### src/rtl/branch_pkg.sv
// Shared types for branch resolution and the pattern history table.
// Latency: n/a (types, constants and a pure helper function only).
// Backpressure: n/a.
package branch_pkg;

    // RV32I conditional-branch funct3 encodings; 010 and 011 are unused.
    typedef enum logic [2:0] {
        BEQ  = 3'b000,
        BNE  = 3'b001,
        BLT  = 3'b100,
        BGE  = 3'b101,
        BLTU = 3'b110,
        BGEU = 3'b111
    } branch_t;

    // 2-bit saturating direction counter; the MSB is the predicted direction.
    typedef logic [1:0] bht_ctr_t;

    localparam bht_ctr_t SNT = 2'b00;
    localparam bht_ctr_t WNT = 2'b01;
    localparam bht_ctr_t WT  = 2'b10;
    localparam bht_ctr_t ST  = 2'b11;

    localparam bht_ctr_t BHT_INIT = WNT;

    // Move one step toward the resolved direction, clamping at both ends.
    function automatic bht_ctr_t ctr_next(input bht_ctr_t cur, input logic taken);
        bht_ctr_t nxt;
        nxt = cur;
        if (taken) begin
            if (cur != ST) nxt = cur + 2'd1;
        end else begin
            if (cur != SNT) nxt = cur - 2'd1;
        end
        return nxt;
    endfunction

endpackage

### src/rtl/branch_predict_unit_if.sv
// Fetch-side prediction and execute-side resolution signals of the branch unit.
// Latency: n/a (wiring only).
// Backpressure: none; the pipeline drives ex_valid low on bubbles and stalls.
interface branch_predict_unit_if #(
    parameter int XLEN  = 32,
    parameter int CNT_W = 32
);
    logic [XLEN-1:0]  fetch_pc;
    logic             predict_taken;
    logic             ex_valid;
    logic             ex_branch;
    logic [2:0]       ex_branch_type;
    logic [XLEN-1:0]  ex_rs1;
    logic [XLEN-1:0]  ex_rs2;
    logic [XLEN-1:0]  ex_pc;
    logic [XLEN-1:0]  ex_target;
    logic             ex_pred_taken;
    logic             branch_taken;
    logic             mispredict;
    logic [XLEN-1:0]  redirect_pc;
    logic [CNT_W-1:0] branch_count;
    logic [CNT_W-1:0] mispredict_count;

    // Pipeline side: supplies PCs and operands, consumes prediction and redirect.
    modport master (
        output fetch_pc, ex_valid, ex_branch, ex_branch_type, ex_rs1, ex_rs2,
               ex_pc, ex_target, ex_pred_taken,
        input  predict_taken, branch_taken, mispredict, redirect_pc,
               branch_count, mispredict_count
    );

    // Branch unit side.
    modport slave (
        input  fetch_pc, ex_valid, ex_branch, ex_branch_type, ex_rs1, ex_rs2,
               ex_pc, ex_target, ex_pred_taken,
        output predict_taken, branch_taken, mispredict, redirect_pc,
               branch_count, mispredict_count
    );
endinterface

### src/rtl/branch_cond.sv
// Evaluates an RV32I conditional-branch condition from the two raw operands.
// Latency: purely combinational.
// Backpressure: none.
module branch_cond
    import branch_pkg::*;
#(
    parameter int XLEN = 32
) (
    input  logic [XLEN-1:0] rs1,
    input  logic [XLEN-1:0] rs2,
    input  logic [2:0]      br_type,
    output logic            cond,
    output logic            type_valid
);

    // Decode funct3 into the comparison result; reserved encodings never take.
    always_comb begin
        cond       = 1'b0;
        type_valid = 1'b1;
        case (br_type)
            BEQ:     cond = (rs1 == rs2);
            BNE:     cond = (rs1 != rs2);
            BLT:     cond = ($signed(rs1) <  $signed(rs2));
            BGE:     cond = ($signed(rs1) >= $signed(rs2));
            BLTU:    cond = (rs1 <  rs2);
            BGEU:    cond = (rs1 >= rs2);
            default: type_valid = 1'b0;
        endcase
    end

endmodule

### src/rtl/branch_predict_unit.sv
// Direct-mapped 2-bit PHT prediction at fetch plus branch resolution at execute.
// Latency: prediction and resolve outputs combinational; PHT/stats update next edge.
// Backpressure: none; a low ex_valid slot is simply ignored.
module branch_predict_unit
    import branch_pkg::*;
#(
    parameter int XLEN    = 32,
    parameter int ENTRIES = 64,
    parameter int CNT_W   = 32
) (
    input  logic                 clk,
    input  logic                 rst,
    branch_predict_unit_if.slave bus
);

    localparam int IDX_W = $clog2(ENTRIES);

    bht_ctr_t         pht [ENTRIES];
    logic [IDX_W-1:0] fetch_idx;
    logic [IDX_W-1:0] ex_idx;
    logic             cond;
    logic             type_valid;
    logic             res;
    logic             taken;
    logic             mispred;
    logic [CNT_W-1:0] branch_cnt_q;
    logic [CNT_W-1:0] mispred_cnt_q;
    logic             unused_pc_bits;

    branch_cond #(.XLEN(XLEN)) u_cond (
        .rs1        (bus.ex_rs1),
        .rs2        (bus.ex_rs2),
        .br_type    (bus.ex_branch_type),
        .cond       (cond),
        .type_valid (type_valid)
    );

    // Word-aligned PCs: drop the byte offset, keep the low IDX_W word bits.
    assign fetch_idx = bus.fetch_pc[IDX_W+1:2];
    assign ex_idx    = bus.ex_pc[IDX_W+1:2];

    // Upper PC bits and byte offset do not participate in indexing.
    assign unused_pc_bits = ^{bus.fetch_pc[XLEN-1:IDX_W+2], bus.fetch_pc[1:0],
                              bus.ex_pc[XLEN-1:IDX_W+2], bus.ex_pc[1:0]};

    assign res     = bus.ex_valid & bus.ex_branch & type_valid;
    assign taken   = res & cond;
    assign mispred = res & (cond != bus.ex_pred_taken);

    // Read straight from the array: a same-cycle update is not bypassed.
    assign bus.predict_taken    = pht[fetch_idx][1];
    assign bus.branch_taken     = taken;
    assign bus.mispredict       = mispred;
    assign bus.redirect_pc      = taken ? bus.ex_target : (bus.ex_pc + XLEN'(4));
    assign bus.branch_count     = branch_cnt_q;
    assign bus.mispredict_count = mispred_cnt_q;

    // Train the resolved entry and bump statistics; reset wins over any resolve.
    always_ff @(posedge clk) begin
        if (rst) begin
            for (int i = 0; i < ENTRIES; i++) pht[i] <= BHT_INIT;
            branch_cnt_q  <= '0;
            mispred_cnt_q <= '0;
        end else if (res) begin
            pht[ex_idx]  <= ctr_next(pht[ex_idx], cond);
            branch_cnt_q <= branch_cnt_q + CNT_W'(1);
            if (mispred) mispred_cnt_q <= mispred_cnt_q + CNT_W'(1);
        end
    end

endmodule

### src/flat_wrapper.sv
// flat-port wrapper written by rule: the top's interface ports become plain ports
module branch_predict_unit_flat import branch_pkg::*;
#(
    parameter int XLEN    = 32,
    parameter int ENTRIES = 64,
    parameter int CNT_W   = 32
)
  (clk, rst, bus_fetch_pc, bus_ex_valid, bus_ex_branch, bus_ex_branch_type, bus_ex_rs1, bus_ex_rs2, bus_ex_pc, bus_ex_target, bus_ex_pred_taken, bus_predict_taken, bus_branch_taken, bus_mispredict, bus_redirect_pc, bus_branch_count, bus_mispredict_count);
  branch_predict_unit_if #(.XLEN(XLEN), .CNT_W(CNT_W)) bus_i ();
  input  logic clk;
  input  logic rst;
  input wire logic [$bits(bus_i.fetch_pc)-1:0] bus_fetch_pc;
  input wire logic [$bits(bus_i.ex_valid)-1:0] bus_ex_valid;
  input wire logic [$bits(bus_i.ex_branch)-1:0] bus_ex_branch;
  input wire logic [$bits(bus_i.ex_branch_type)-1:0] bus_ex_branch_type;
  input wire logic [$bits(bus_i.ex_rs1)-1:0] bus_ex_rs1;
  input wire logic [$bits(bus_i.ex_rs2)-1:0] bus_ex_rs2;
  input wire logic [$bits(bus_i.ex_pc)-1:0] bus_ex_pc;
  input wire logic [$bits(bus_i.ex_target)-1:0] bus_ex_target;
  input wire logic [$bits(bus_i.ex_pred_taken)-1:0] bus_ex_pred_taken;
  output wire logic [$bits(bus_i.predict_taken)-1:0] bus_predict_taken;
  output wire logic [$bits(bus_i.branch_taken)-1:0] bus_branch_taken;
  output wire logic [$bits(bus_i.mispredict)-1:0] bus_mispredict;
  output wire logic [$bits(bus_i.redirect_pc)-1:0] bus_redirect_pc;
  output wire logic [$bits(bus_i.branch_count)-1:0] bus_branch_count;
  output wire logic [$bits(bus_i.mispredict_count)-1:0] bus_mispredict_count;
  assign bus_i.fetch_pc = bus_fetch_pc;
  assign bus_i.ex_valid = bus_ex_valid;
  assign bus_i.ex_branch = bus_ex_branch;
  assign bus_i.ex_branch_type = bus_ex_branch_type;
  assign bus_i.ex_rs1 = bus_ex_rs1;
  assign bus_i.ex_rs2 = bus_ex_rs2;
  assign bus_i.ex_pc = bus_ex_pc;
  assign bus_i.ex_target = bus_ex_target;
  assign bus_i.ex_pred_taken = bus_ex_pred_taken;
  assign bus_predict_taken = bus_i.predict_taken;
  assign bus_branch_taken = bus_i.branch_taken;
  assign bus_mispredict = bus_i.mispredict;
  assign bus_redirect_pc = bus_i.redirect_pc;
  assign bus_branch_count = bus_i.branch_count;
  assign bus_mispredict_count = bus_i.mispredict_count;
  branch_predict_unit #(.XLEN(XLEN), .ENTRIES(ENTRIES), .CNT_W(CNT_W)) u_core (.clk(clk), .rst(rst), .bus(bus_i));
endmodule
### config.mk
export PLATFORM = sky130hd
export DESIGN_NAME = branch_predict_unit_flat
export DESIGN_NICKNAME = d
export VERILOG_FILES = /design/src/rtl/branch_pkg.sv /design/src/rtl/branch_predict_unit_if.sv /design/src/rtl/branch_cond.sv /design/src/rtl/branch_predict_unit.sv /design/src/flat_wrapper.sv
export SDC_FILE = /design/constraint.sdc
export NUM_CORES = 1
export LEC_CHECK = 0
export ABC_CLOCK_PERIOD_IN_PS = 6800
export BUFFER_PORTS_ARGS = -buffer_cell sky130_fd_sc_hd__buf_4
export CELL_PAD_IN_SITES_DETAIL_PLACEMENT = 1
export CELL_PAD_IN_SITES_GLOBAL_PLACEMENT = 1
export CORE_MARGIN = 5
export CORE_UTILIZATION = 45
export DETAILED_ROUTE_END_ITERATION = 7
export PLACE_DENSITY_LB_ADDON = 0.1
export SYNTH_ARGS = -nofsm -noshare
export SYNTH_HDL_FRONTEND = slang
export SYNTH_SLANG_ARGS = --single-unit
### constraint.sdc
create_clock -name clk -period 6.8 [get_ports clk]
set_input_delay 1.36 -clock clk [delete_from_list [all_inputs] [get_ports clk]]
set_output_delay 1.36 -clock clk [all_outputs]
set_load 0.03 [all_outputs]
# Word level (Yosys, flattened, before mapping)
# Memory sizes are Yosys's and may differ from the RTL's.
# Cells that the tools add are included.
# Widths: inputs -> output; s select.
# word_totals
register_bits,64
mem_bits_rw,128
input_bits,168
output_inout_bits,99
elab_cells,46
memories,1
# op_classes
n_addsub,5
order_cmp,4
n_eq_ne,9
muxes,16
bitwise_logic,4
n_reduce_logical,5
# mem_list
memory,depth,word_bits,rd,rd_clocked_by_memory_dff,wr,line,source
u_core.pht,64,2,2,0,64,branch_predict_unit.sv:18,bht_ctr_t pht [ENTRIES];
# ops
cell,count
$add 32x1->32 const B,2
$ge 32x32->1,2
$lt 32x32->1,2
$add 32x3->32 const B,1
$eq 32x32->1,1
$mux 32,1
$ne 32x32->1,1
$eq 3x3->1 const B,4
$mux 2,6
$mux 1,7
$mux 6,1
$pmux 1 s6,1
$reduce_or 6->1,1
$and 1x1->1,4
$eq 3x1->1 const B,1
$logic_not 3->1,1
$add 2x1->2 const B,1
$ne 2x2->1 const B,1
$reduce_and 2->1,1
$reduce_bool 2->1,1
$reduce_or 2->1,1
$sub 2x1->2 const B,1
$ne 1x1->1,1

# Depth between registers and ports, before layout
# logic_depth
depth_word,9
depth_mapped,14
ltp_nobuf,11

# Modules after synthesis
# Synthesis repeated with hierarchy kept, for this count alone.
# hier_totals
hier_cells,1203
hier_area_um2,11770.0
# modules_own_cells
mod,instances,cells_each,area_per_inst_um2,seq_area_each_um2
branch_predict_unit,1,1070,10774.1,5124.9
branch_cond,1,133,996.0,0.0

# Worst setup path before layout
# No wires, ideal clock.
# synth_timing
path_kind,input -> output
from,input port bus_ex_rs2[14]
to,output port bus_redirect_pc[22]
t_arrival_ns,4.257
required_ns,5.440
setup_slack_ns,1.183
path_stages,13
path_buffers,3
path_cell_list,inv_1 -> ha_1 -> nand4_1 -> nor4_2 -> a221oi_1 -> a311oi_4 -> nor3_1 -> a211oi_2 -> buf_2 -> nand4_4 -> buf_2 -> buf_2 -> a21oi_1
# synth_between
elab_chain_len,4
elab_cells_between_ends,9
cone_classes,4 x order compare; 2 x eq/ne; 2 x mux; 1 x bitwise
# synth_rtl
item,line,source
from (decl),flat_wrapper.sv:17,input wire logic [$bits(bus_i.ex_rs2)-1:0] bus_ex_rs2;
"$ge 32x32->1, or another cell as far along",branch_cond.sv:26,BGEU: cond = (rs1 >= rs2);
$pmux 1 s6 *,branch_cond.sv:20,case (br_type)
$and 1x1->1 *,branch_predict_unit.sv:47,assign taken = res & cond;
$mux 32 *,branch_predict_unit.sv:54,assign bus.redirect_pc = taken ? bus.ex_target : (bus.ex_pc + XLEN'(4));
to (decl),flat_wrapper.sv:24,output wire logic [$bits(bus_i.redirect_pc)-1:0] bus_redirect_pc;
# Mark *: on every way between the ends. The rest lies on a longest branch, timed or not.

# Final worst setup path
# layout_timing
from,input port bus_ex_rs2[6]
to,output port bus_redirect_pc[3]
# The elaborated chain is that of the path after synthesis.

==> summary.md <==
| Metric | Value |
|---|---|
| Status | finished, final reports clean |
| Top FF cell, synth | edfxtp_1 |
| Flop and latch count out of synthesis | between 150 and 200 |
| CTS sink count | 192 |
| Int Power | 1.98 mW |
| Combinational fraction of design power | around 18% |
| Synth cell count leaders | nor2_1 (175), edfxtp_1 (128), nand2_1 (121) |
| Largest net degree at the start of global routing | about 110 |
| Clk slew on worst S/H paths | 80 ps |
| Placed cell count | 1,816 |
| Max Cap Violations | 0 |
| Clk Latency, worst-skew pair | 440 ps |
| # resized after CTS | 0 |
| Io pins | 267 |
| Hold buffer count at CTS | 0 |
| Synth-to-Final Area Change | 21.4% |
| Area of the mapped netlist | 12,100 um2 |
| # H-tree levels | 4 |
| Share of layout cells above drive strength 1 | 23.7% |
| Gpl congestion | roughly 0.80 |
| Critical path fanouts, max | 41 |
| Clock network fraction of total power | roughly 37% |
| Fin nets | between 1,500 and 2,000 |
| Most numerous cell in the Yosys netlist | nor2_1 |
| Cells after Synth | 1,316 |
| Final setup margin | about 900 ps |
| Worst slew margin | 15.1% |
| Synth async-reset ratio | 0% |
| Final HPWL from detailed placement | 26,700 um |
| Total CTS buffers | 17 |
| First-pass GRT wire length | 58,500 um |
| Final Hold Fails | 0 |
| Crit path time final | 5900 ps |
| Reg power frac | 45.4% |
| Final count of negative-setup-slack endpoints | 0 |
| Distinct cells, synth | 66 |
| PD cells | 190 nW/um2 |
| Root Driver | clkbuf_16 |
| Initial Util | a little under half |
| Area leader, netlist | edfxtp_1 |
| Number of global-route vias before repair | 11,288 |
| Mean number of vias per cell | 5.86 |
| Synth warn | 0 |
| DRT Wirelength | 36,800 um |
| Drt first pass iters | 5 |
| Share of the synthesized area in the top cell type | between 30% and 40% |
| Setup Skew | 14.3 ps |
| EDFF count, synth | 128 |
| Pins over their slew limit | 0 |
| Initial DRC Count | 632 |
| Register area share after synthesis | 42.2% |
| Die X | 174 um |
| Tightest Pin Transition | 1260 ps |
| VDD IR-drop max | between 150 and 200 uV |
| # rows | 60 |
| Vias | 10,831 |
| Kind of critical path | in2out |
| Antenna cells | 0 |
| PortBufs | 240 |
| Arr. time, crit path | 4540 ps |
| Core box area | between 20,000 and 30,000 um2 |
| Post-CTS setup buffers | 0 |
| Critical path launch point type | input port |
| Synth top area cells | edfxtp_1 (32%), dfxtp_1 (11%), nor2_1 (5.4%) |
| Overflow after GRT | 0 |
| Syn Nets | 1,519 |
| Unrepaired setup endpoints after global routing | false |
| Sw Share | 29.4% |
| Worst EP required | 5440 ps |
| Final Core Density | a little under three fifths |
| Die area | 30,400 um2 |
| Total track usage | 23.6% |
| Drt drc | 0 |
| Synth Area per Inst | 9.22 um2 |
| Antenna Nets Post-Route | 0 |
| Achievable clock frequency | 169 MHz |
| Wire length per cell | ~20 um |
| Max Root-Sink Buffers | 2 |
| Post-Place Worst Slack | 833 ps |
| Fillers | 3,029 |
| Leakage | 5.64 nW |
| Setup TNS | 0 ps |
| Post-route non-filler standard cell count | 1,848 |
| Hold Path Class | reg2reg |
| Switch Pwr | 822 uW |
| Initial antenna violation count | 0 |
| CTS tree | yes |
| Period utilization | 86.8% |
| Die H | 174 um |
| CP endpoint kind | output port |
| Total power draw | 2.80 mW |
stage by stage:
step           instance area (um2)  hold slack [ps]
6_report                     14700              532
5_1_grt                      14700              580
4_1_cts                      14700              534
3_5_place_dp                 14100              513
3_3_place_gp                 14100              500
2_1_floorplan                12100              622
placed cells by master, fill, tap and decap left out, types with 18 or more instances in the layout:
master	n
a22oi_1	46
ha_1	35
edfxtp_1	128
xnor2_1	19
mux4_2	22
nand3_1	112
a21oi_1	48
mux2_2	21
buf_4	260
nor2_1	174
nand2b_1	71
nand2_1	121
nand4_1	39
xor2_1	39
nor2b_1	34
nor3_1	18
inv_1	39
dfxtp_1	64
nor4_1	18
and3_1	25
registers in the layout, summed over array words and instances (netlist names):
name                         cells
u_core.bus.mispredict_count     32
u_core.bus.branch_count         32
u_core.pht                     128
power by group through the flow:
stage | combinational, mW | sequential, mW | clock [mW]
3_3_place_gp | 0.487 | 1.30 | 0
5_1_grt | 0.539 | 1.27 | 1.10
6_report | 0.499 | 1.27 | 1.03
3_5_place_dp | 0.499 | 1.30 | 0
2_1_floorplan | 0.306 | 1.29 | 0
4_1_cts | 0.501 | 1.27 | 1.04
path summary, 6_finish.rpt:
kind	from	to	slack, ps	cells past startpoint
setup / recovery	bus_ex_rs2[6]	bus_redirect_pc[3]	900	13
hold reg to reg	u_core.bus.mispredict_count[1]	u_core.bus.mispredict_count[1]	530	2
hold / removal	u_core.bus.mispredict_count[1]	u_core.bus.mispredict_count[1]	530	2
setup reg to reg	u_core.bus.mispredict_count[6]	u_core.bus.mispredict_count[30]	3470	9
critical path: stages:
cell	delay, ps
buf_4	70
inv_1	30
ha_1	330
a21oi_1	150
a21boi_0	100
o31ai_1	510
a311o_1	310
a21oi_1	100
a211oi_2	400
nand4_4	390
buf_12	320
mux2_2	280
buf_4	170
layer usage:
metal	share of wire, %	GRT usage, %	up-vias	routed length [um]
li1	-	-	5099	-
met1	39	27.8	5345	14500
met2	53	43.7	325	19600
met3	5.3	4.44	62	1950
met4	2.2	6.63	0	804
met5	0	0	-	0
area by class of cell:
class	instances	area (um2)	area share [%]
clock buffers	18	429	2.91
clock inverters	14	169	1.15
multi-input cells	982	6450	43.8
repair buffers	262	1990	13.5
well taps	341	427	2.89
flip-flops and latches	192	5120	34.8
inverters	39	146	0.993
cells by family (layout without fill, tap and decap cells):
| group | count (synthesis) | count (layout) | synth area share [%] |
|---|---|---|---|
| AO/OA/AOI/OAI | 161 | 161 | 9.58 |
| adder cells (fa/ha/maj) | 37 | 37 | 3.77 |
| buffers and inverters | 142 | 333 | 4.88 |
| multiplexers | 70 | 70 | 8.36 |
| AND/OR/NAND/NOR | 656 | 656 | 27.0 |
| XOR/XNOR | 58 | 58 | 4.19 |
| flip-flops | 192 | 192 | 42.2 |
Power figures use the tool's default switching activity.
